--- src/rtl/myo_spi_slave.sv ---
// Oversampled mode-0 SPI slave emulating a myocontrol motor board: shifts out a latched status frame, captures command frames.
// Optional MYO_SPI_SLAVE_CHECKSUM_EN: last word in each direction is the XOR of the preceding words.
module myo_spi_slave #(
    parameter int WORD_WIDTH  = 16,
    parameter int FRAME_WORDS = 4
) (
    input  logic                              clock,
    input  logic                              reset,
    input  logic                              sck,
    input  logic                              ss_n,
    input  logic                              mosi,
    output logic                              miso,
    input  logic [FRAME_WORDS*WORD_WIDTH-1:0] tx_frame,
    output logic [FRAME_WORDS*WORD_WIDTH-1:0] rx_frame,
    output logic                              rx_valid,
    output logic                              frame_error,
    output logic                              busy
);
    localparam int FRAME_BITS = FRAME_WORDS * WORD_WIDTH;
    localparam int BIT_W      = $clog2(WORD_WIDTH);
    localparam int CNT_W      = $clog2(FRAME_WORDS + 1);
    localparam logic [BIT_W-1:0] LAST_BIT = BIT_W'(WORD_WIDTH - 1);
    localparam logic [CNT_W-1:0] FULL_CNT = CNT_W'(FRAME_WORDS);

    typedef enum logic [1:0] {
        ST_IDLE   = 2'd0,
        ST_ACTIVE = 2'd1,
        ST_DONE   = 2'd2
    } state_e;

`ifdef MYO_SPI_SLAVE_CHECKSUM_EN
    // XOR of every word except the lowest (last-transmitted) one.
    function automatic logic [WORD_WIDTH-1:0] fold_xor(input logic [FRAME_BITS-1:0] frame);
        logic [WORD_WIDTH-1:0] acc;
        acc = '0;
        for (int i = 1; i < FRAME_WORDS; i++) begin
            acc = acc ^ frame[i*WORD_WIDTH +: WORD_WIDTH];
        end
        return acc;
    endfunction
`endif

    logic sck_meta_q, sck_sync_q, sck_prev_q;
    logic ss_meta_q, ss_sync_q, ss_prev_q;
    logic mosi_meta_q, mosi_sync_q;

    state_e                  state_q, state_d;
    logic [FRAME_BITS-1:0]   tx_shift_q, tx_shift_d;
    logic [WORD_WIDTH-1:0]   rx_shift_q, rx_shift_d;
    logic [BIT_W-1:0]        bit_cnt_q, bit_cnt_d;
    logic [CNT_W-1:0]        word_cnt_q, word_cnt_d;
    logic                    overrun_q, overrun_d;
    logic                    armed_q, armed_d;
    logic [WORD_WIDTH-1:0]   stage_q [FRAME_WORDS];
    logic [WORD_WIDTH-1:0]   stage_d [FRAME_WORDS];
    logic [FRAME_BITS-1:0]   rx_frame_q, rx_frame_d;
    logic                    rx_valid_q, rx_valid_d;
    logic                    frame_error_q, frame_error_d;
    logic                    busy_q, busy_d;
    logic                    miso_q, miso_d;

    logic                    sck_rise_s, sck_fall_s, ss_rise_s;
    logic [WORD_WIDTH-1:0]   rx_word_s;
    logic [FRAME_BITS-1:0]   stage_flat_s;
    logic [FRAME_BITS-1:0]   tx_load_s;
    logic                    frame_ok_s;

    // Two-flop synchronizers plus one history flop for edge detection; ss_n resets low so nothing starts until it is seen high.
    always_ff @(posedge clock) begin
        if (reset) begin
            sck_meta_q  <= 1'b0;
            sck_sync_q  <= 1'b0;
            sck_prev_q  <= 1'b0;
            ss_meta_q   <= 1'b0;
            ss_sync_q   <= 1'b0;
            ss_prev_q   <= 1'b0;
            mosi_meta_q <= 1'b0;
            mosi_sync_q <= 1'b0;
        end else begin
            sck_meta_q  <= sck;
            sck_sync_q  <= sck_meta_q;
            sck_prev_q  <= sck_sync_q;
            ss_meta_q   <= ss_n;
            ss_sync_q   <= ss_meta_q;
            ss_prev_q   <= ss_sync_q;
            mosi_meta_q <= mosi;
            mosi_sync_q <= mosi_meta_q;
        end
    end

    assign sck_rise_s = sck_sync_q & ~sck_prev_q;
    assign sck_fall_s = ~sck_sync_q & sck_prev_q;
    assign ss_rise_s  = ss_sync_q & ~ss_prev_q;
    assign rx_word_s  = {rx_shift_q[WORD_WIDTH-2:0], mosi_sync_q};

    // Flatten the staging bank with word 0 in the top bits.
    always_comb begin
        stage_flat_s = '0;
        for (int i = 0; i < FRAME_WORDS; i++) begin
            stage_flat_s[(FRAME_WORDS-1-i)*WORD_WIDTH +: WORD_WIDTH] = stage_q[i];
        end
    end

`ifdef MYO_SPI_SLAVE_CHECKSUM_EN
    assign tx_load_s  = {tx_frame[FRAME_BITS-1:WORD_WIDTH], fold_xor(tx_frame)};
    assign frame_ok_s = (word_cnt_q == FULL_CNT) && (bit_cnt_q == '0) && !overrun_q &&
                        (stage_q[FRAME_WORDS-1] == fold_xor(stage_flat_s));
`else
    assign tx_load_s  = tx_frame;
    assign frame_ok_s = (word_cnt_q == FULL_CNT) && (bit_cnt_q == '0) && !overrun_q;
`endif

    // Next-state and datapath: the whole frame shifts through one register so miso runs dry to 0 after the last word.
    always_comb begin
        state_d       = state_q;
        tx_shift_d    = tx_shift_q;
        rx_shift_d    = rx_shift_q;
        bit_cnt_d     = bit_cnt_q;
        word_cnt_d    = word_cnt_q;
        overrun_d     = overrun_q;
        armed_d       = 1'b0;
        stage_d       = stage_q;
        rx_frame_d    = rx_frame_q;
        rx_valid_d    = 1'b0;
        frame_error_d = 1'b0;
        case (state_q)
            ST_IDLE: begin
                armed_d = ss_sync_q;
                if (armed_q && !ss_sync_q) begin
                    tx_shift_d = tx_load_s;
                    bit_cnt_d  = '0;
                    word_cnt_d = '0;
                    overrun_d  = 1'b0;
                    state_d    = ST_ACTIVE;
                end else begin
                    state_d = ST_IDLE;
                end
            end
            ST_ACTIVE: begin
                if (ss_rise_s) begin
                    state_d = ST_DONE;
                end else if (sck_rise_s) begin
                    rx_shift_d = rx_word_s;
                    if (bit_cnt_q == LAST_BIT) begin
                        bit_cnt_d = '0;
                        if (word_cnt_q < FULL_CNT) begin
                            for (int i = 0; i < FRAME_WORDS; i++) begin
                                if (word_cnt_q == CNT_W'(i)) begin
                                    stage_d[i] = rx_word_s;
                                end else begin
                                    stage_d[i] = stage_q[i];
                                end
                            end
                            word_cnt_d = word_cnt_q + CNT_W'(1);
                        end else begin
                            overrun_d = 1'b1;
                        end
                    end else begin
                        bit_cnt_d = bit_cnt_q + BIT_W'(1);
                    end
                end else if (sck_fall_s) begin
                    tx_shift_d = {tx_shift_q[FRAME_BITS-2:0], 1'b0};
                end else begin
                    state_d = ST_ACTIVE;
                end
            end
            ST_DONE: begin
                if (frame_ok_s) begin
                    rx_frame_d = stage_flat_s;
                    rx_valid_d = 1'b1;
                end else begin
                    frame_error_d = 1'b1;
                end
                state_d = ST_IDLE;
            end
            default: begin
                state_d = ST_IDLE;
            end
        endcase
        busy_d = (state_d != ST_IDLE);
        miso_d = (state_d == ST_ACTIVE) ? tx_shift_d[FRAME_BITS-1] : 1'b0;
    end

    // State and output registers; busy stays up through DONE so it drops together with the result pulse.
    always_ff @(posedge clock) begin
        if (reset) begin
            state_q       <= ST_IDLE;
            tx_shift_q    <= '0;
            rx_shift_q    <= '0;
            bit_cnt_q     <= '0;
            word_cnt_q    <= '0;
            overrun_q     <= 1'b0;
            armed_q       <= 1'b0;
            stage_q       <= '{default: '0};
            rx_frame_q    <= '0;
            rx_valid_q    <= 1'b0;
            frame_error_q <= 1'b0;
            busy_q        <= 1'b0;
            miso_q        <= 1'b0;
        end else begin
            state_q       <= state_d;
            tx_shift_q    <= tx_shift_d;
            rx_shift_q    <= rx_shift_d;
            bit_cnt_q     <= bit_cnt_d;
            word_cnt_q    <= word_cnt_d;
            overrun_q     <= overrun_d;
            armed_q       <= armed_d;
            stage_q       <= stage_d;
            rx_frame_q    <= rx_frame_d;
            rx_valid_q    <= rx_valid_d;
            frame_error_q <= frame_error_d;
            busy_q        <= busy_d;
            miso_q        <= miso_d;
        end
    end

    assign miso        = miso_q;
    assign rx_frame    = rx_frame_q;
    assign rx_valid    = rx_valid_q;
    assign frame_error = frame_error_q;
    assign busy        = busy_q;

endmodule

--- config.mk ---
export PLATFORM = sky130hd
export DESIGN_NAME = myo_spi_slave
export DESIGN_NICKNAME = d
export VERILOG_FILES = /design/src/rtl/myo_spi_slave.sv
export SDC_FILE = /design/constraint.sdc
export NUM_CORES = 1
export LEC_CHECK = 0
export ABC_AREA = 1
export CAP_MARGIN = 30
export CORE_MARGIN = 3
export CORE_UTILIZATION = 50
export CTS_BUF_LIST = sky130_fd_sc_hd__clkbuf_8
export DETAILED_ROUTE_END_ITERATION = 12
export PLACE_DENSITY_LB_ADDON = 0.05
export SLEW_MARGIN = 40
export SYNTH_ARGS = -nofsm -noshare
export SYNTH_HDL_FRONTEND = slang
export SYNTH_SLANG_ARGS = --single-unit
export TNS_END_PERCENT = 30
--- constraint.sdc ---
create_clock -name clock -period 1.85 [get_ports clock]
set_clock_uncertainty 0.2 [all_clocks]
set_input_delay 0.2775 -clock clock [delete_from_list [all_inputs] [get_ports clock]]
set_output_delay 0.2775 -clock clock [all_outputs]
set_load 0.02 [all_outputs]
# Word level (Yosys, flattened, before mapping)

Index checks and enable logic that the tools add are counted.

Register bits: 230
Output and inout bits: 68
Word-level logic and storage cells: 106

Add/subtract/negate cells: 2
$lt $le $gt $ge: 1
Equal/unequal tests: 16
Mux-type cells: 29
Bitwise operators: 10
Reduce and logical (&&, ||, !) cells: 23

Operators with widths:

| operator              | number |
|---|---|
| $mux W64              | 4 |
| $pmux W64 S2          | 1 |
| $reduce_and A6 Y1     | 6 |
| $mux W4               | 4 |
| $ne A2 B2 Y1 const B  | 8 |
| $mux W3               | 5 |
| $mux W1               | 8 |
| $pmux W4 S2           | 1 |
| $not A1 Y1            | 7 |
| $eq A3 B2 Y1 const B  | 2 |
| $mux W2               | 3 |
| $pmux W3 S2           | 1 |
| $reduce_or A2 Y1      | 3 |
| $reduce_and A5 Y1     | 1 |
| $add A4 B1 Y4 const B | 1 |
| $eq A2 B1 Y1 const B  | 2 |
| $eq A4 B4 Y1 const B  | 1 |
| $logic_not A4 Y1      | 1 |
| $pmux W2 S2           | 1 |
| $reduce_and A4 Y1     | 1 |
| $reduce_bool A2 Y1    | 2 |
| $add A3 B1 Y3 const B | 1 |
| $and A1 B1 Y1         | 3 |
| $eq A3 B1 Y1 const B  | 1 |
| 10 further kinds      | 13 |

# Depth between registers and ports, before layout

Depth in word-level cells: 9
Depth in mapped cells: 9
Mapped depth without buffers: 9

# Least setup slack after synthesis

OpenSTA, ideal clock, no wires.

Path kind: reg-to-reg
From: register word_cnt_q[0]
To: register stage_q (netlist bit stage_flat_s[54])
Arrival: 1.419 ns
Required time: 1.518 ns
Path slack: 0.099 ns
Cell stages (with the launch flop): 9
Buffers on the path: 1
Period minus slack after synthesis: 1.751 ns
Cells stage by stage: dfxtp_1 -> inv_1 -> ha_1 -> inv_1 -> nor2_1 -> nand3_1 -> buf_2 -> nand2_1 -> a21oi_1

Longest elaborated chain between the ends: 2
Elaborated cells on any way between the ends: 3
Those cells by class: order compare (1); reduce/logical (2)

RTL lines:

| what                                             | line     | RTL |
|---|---|---|
| start: declaration                               | 51       | `logic [CNT_W-1:0] word_cnt_q, word_cnt_d;` |
| start signal: assignment                         | 205      | `word_cnt_q <= word_cnt_d;` |
| $lt A3 B3 Y1 or $logic_not A3 Y1 (tied branches) | 146, 148 |  |
| $reduce_and A6 Y1 (no source line) *             | --       |  |
| end signal: assignment                           | 208      | `stage_q <= stage_d;` |
| end: declaration                                 | 54       | `logic [WORD_WIDTH-1:0] stage_q [FRAME_WORDS];` |

Mark *: on every way between the ends. The rest lies on a longest branch, timed or not.
A chain may end at the register's enable or synchronous reset.

# Worst setup path after layout

From: register rx_frame_q[61], in the netlist rx_frame[61]
To: output port rx_frame[61]

RTL lines:

| what                     | line | RTL |
|---|---|---|
| start: declaration       | 56   | `logic [FRAME_BITS-1:0] rx_frame_q, rx_frame_d;` |
| start signal: assignment | 209  | `rx_frame_q <= rx_frame_d;` |
| end: declaration         | 14   | `output logic [FRAME_WORDS*WORD_WIDTH-1:0] rx_frame,` |

No word-level cell between the ends.

==> impl_results.rst <==
.. list-table::
   :header-rows: 1

   * - Metric
     - Value
   * - Status
     - finished, final reports clean
   * - Headroom to the max-slew limit
     - 0.612
   * - Combined flip-flop and latch cell area
     - 4610 µm²
   * - Worst Path Class, Setup
     - flip-flop to output port
   * - Top achievable clock speed
     - 573 MHz
   * - Post-synthesis xor/xnor area fraction
     - 0.000966
   * - Sequential element share of the synthesized area
     - 0.508
   * - Total Neg Setup Slack
     - 0 ps
   * - Share of synthesized cell area in and, or, nand and nor gates
     - 0.248
   * - Die area
     - 19800 µm²
   * - Crit path buf inv count
     - 1
   * - Number of global-route vias before repair
     - 7557
   * - Critical Path Start Type
     - flip-flop
   * - Hold Crit Class
     - primary input to flip-flop
   * - Overall Power
     - 0.00977 W
   * - DRC marker count from the first detailed-route iteration
     - 430
   * - Number of pins exceeding their max-slew limit in the final report
     - 0
   * - Met1 routing resource usage after global routing
     - 0.280
   * - Proportion of register bits with asynchronous set or reset after synthesis
     - 0
   * - Area growth from synthesis to final layout
     - 26.9%
   * - CP Max Fanout
     - 2
   * - Area of combinational cells with multiple inputs
     - 3920 µm²
   * - # Max-Cap Violations
     - 0
   * - Proportion of layout cells with a drive suffix above 1
     - 0.0982
   * - Antenna-violating nets left
     - 0
   * - Category of cells accounting for the largest share of critical-path delay
     - buffers and inverters
   * - Antenna violations before repair
     - 0
   * - Adder-Cell Fraction of Synth Area
     - 0.00966
   * - Total number of nets in the final design
     - 1365
   * - Main combinational cell family by area after synthesis
     - simple AND/OR/NAND/NOR gates
   * - Reg2reg path depth
     - 8
   * - Pin count of the biggest net entering global routing
     - 91
   * - DRC violations left
     - 0
   * - Via Count
     - 8132
   * - Compound-gate portion of the synthesized area
     - 0.167
   * - Most common cell after layout, fill and taps aside
     - sky130_fd_sc_hd__nand2_1
   * - Maximum vdd ir drop
     - 0.525 mV
   * - Die span in y
     - 141 µm
   * - Register bit total from synthesis
     - 230
   * - Number of cells on the worst hold path
     - 3
   * - Clock network latency to the later pin of the worst-skew pair
     - 520 ps
   * - Met3 Resource Use GR
     - 0.0590
   * - Overflow left after global routing
     - 0
   * - Busiest layer in global routing
     - met2
   * - Tightest Pin Transition
     - 581 ps
   * - First-pass GRT wire length
     - 36000 µm
   * - Number of synthesis warnings
     - 0
   * - Leakage Power
     - 4.42 nW
   * - Final core utilization
     - 0.656
   * - Average routed wire per standard cell
     - 14.1 µm
   * - Mux contribution to synthesized area
     - 0
   * - Total power per unit cell area
     - 850 nW/µm²
   * - FILL cells
     - 1591
   * - Number of iterations in the first detailed-routing pass
     - 4
   * - Syn Area/Cell
     - 7.83 µm²
   * - Global-route usage over all layers
     - 0.214
   * - Vias per Instance
     - 5.29
   * - CTS tree
     - yes
   * - Number of clock sinks seen by CTS
     - 230
   * - Clock slew at reported path FFs
     - 60 ps
   * - GR Util met2
     - 0.342
   * - Number of instances in the synthesized netlist
     - 1158
   * - Clk Tree Root Cell
     - sky130_fd_sc_hd__clkbuf_8
   * - Final hold violation count
     - 0
   * - I/O pin count
     - 137
   * - Count of flip-flops with a built-in enable after synthesis
     - 0
   * - Commonest non-fill, non-tap cells in the layout
     - sky130_fd_sc_hd__nand2_1 (316), sky130_fd_sc_hd__dfxtp_1 (228), sky130_fd_sc_hd__a21oi_1 (214), sky130_fd_sc_hd__nand4_1 (112), sky130_fd_sc_hd__dlygate4sd2_1 (68)
   * - Slowest cell on the critical path
     - sky130_fd_sc_hd__dlygate4sd2_1
   * - Clock buffer count from CTS
     - 38
   * - Longest individual stage delay on the worst path
     - 400 ps
   * - Top flip-flop cell by instance count after synthesis
     - sky130_fd_sc_hd__dfxtp_1
   * - Horiz. Die Dim
     - 141 µm
   * - Cells traversed along the worst timing path
     - dlygate4sd2_1
   * - Wirelength, routed
     - 21600 µm
   * - Combined area of all synthesized cells
     - 9060 µm²
   * - Post-layout min period
     - 1740 ps
   * - Critical path data required time
     - 1370 ps
   * - Count of antenna diodes in the layout
     - 0
   * - Number of distinct library cells after synthesis
     - 27
   * - Total of buffers placed on input and output ports
     - 136
   * - Total number of cells along the worst setup path
     - 1
   * - Final clock period utilization by the worst path
     - 0.943
   * - Initial standard-cell utilization of the core
     - 0.517
   * - Endpoint type of the worst setup path
     - output port
   * - Largest buffer count on any clock path
     - 3
   * - Arrival time worst endpoint
     - 1270 ps
   * - Setup Viol. Count Final
     - 0
   * - Core Region
     - 17500 µm²
   * - Routability-driven placement congestion ratio
     - 0.786
   * - Syn Nets
     - 1234
   * - Number of levels the H-tree was split into
     - 2
   * - Number of rows in the core area
     - 48
   * - Placed wire-length estimate
     - 14000 µm
-- synthesized netlist by cell type, drive strengths merged, types with 7 or more instances --
library cell  instances  area share
ha                    7      0.0097
clkbuf               47       0.020
nand3                15      0.0097
nor2                 55       0.026
a21boi               46       0.038
nand2               319        0.13
inv                  43       0.018
dfxtp               230        0.51
o21ai                17      0.0094
nand4               112       0.077
a21oi               215        0.12
buf                  47       0.028
-- metrics by stage --
step	area, µm²	worst slack (ps)	hold slack (ps)	std cells
after detailed placement	10700	34.8	192	1468
after floorplan	9060	98.7	184	1158
after CTS	11400	41.5	45.7	1533
after global routing	11500	-3.36	72.8	1538
final	11500	106	76.6	1538
after global placement	10700	70.3	193	1468
-- layout make-up --
class	instances	share of cell area
clock buffers	46	0.0551
clock inverters	18	0.00685
inverters	43	0.0145
multi-input cells	791	0.341
flip-flops and latches	230	0.401
well taps	225	0.0245
repair buffers	185	0.158
-- sequential cells by signal, indices dropped and copies added (netlist names), 2 cells and up --
| name | cells |
|---|---|
| tx_shift_q | 64 |
| bit_cnt_q | 4 |
| state_q | 2 |
| word_cnt_q | 3 |
| rx_shift_q | 15 |
| rx_frame | 64 |
| stage_flat_s | 64 |
-- repair_timing --
| action | 4_1_cts | 5_1_grt |
|---|---|---|
| cloned | 0 | 1 |
| buffers inserted | 0 | 4 |
| hold buffers | 1 | 0 |
| endpoints found under the hold margin | 15 | 0 |
| pin swaps | 0 | 4 |
| endpoints found under the setup margin | 68 | 121 |
| resized for setup | 68 | 19 |
-- logic make-up (layout without fill, tap and decap cells) --
| family | after synthesis | count (layout) |
|---|---|---|
| compound gates | 279 | 279 |
| xor+xnor | 1 | 1 |
| fa+ha+maj | 7 | 7 |
| buf+inv | 137 | 292 |
| flops | 230 | 230 |
| simple gates | 504 | 504 |
-- final timing paths --
kind	start	to	slack, ps
hold / removal	sck	sck_meta_q$_SDFF_PP0_	80
setup reg to reg	bit_cnt_q[1]$_SDFFE_PP0P_	stage_flat_s[17]$_SDFFE_PP0P_	110
setup / recovery	rx_frame[61]$_SDFFE_PP0P_	rx_frame[61]	110
hold reg to reg	sck_meta_q$_SDFF_PP0_	sck_sync_q$_SDFF_PP0_	200
-- power breakdown --
group          switching, W  leakage [nW]  internal [W]  total (W)
sequential        0.0000288          1.86       0.00500    0.00503
clock               0.00194         0.413       0.00224    0.00418
combinational      0.000312          2.15      0.000249   0.000561
-- metal layers --
| layer | up-vias | wire, µm |
|---|---|---|
| li1 | 4169 | - |
| met1 | 3697 | 9810 |
| met2 | 222 | 9850 |
| met3 | 44 | 1420 |
| met4 | 0 | 531 |
| met5 | - | 0 |
No activity file was read; power rests on OpenSTA's default activity.
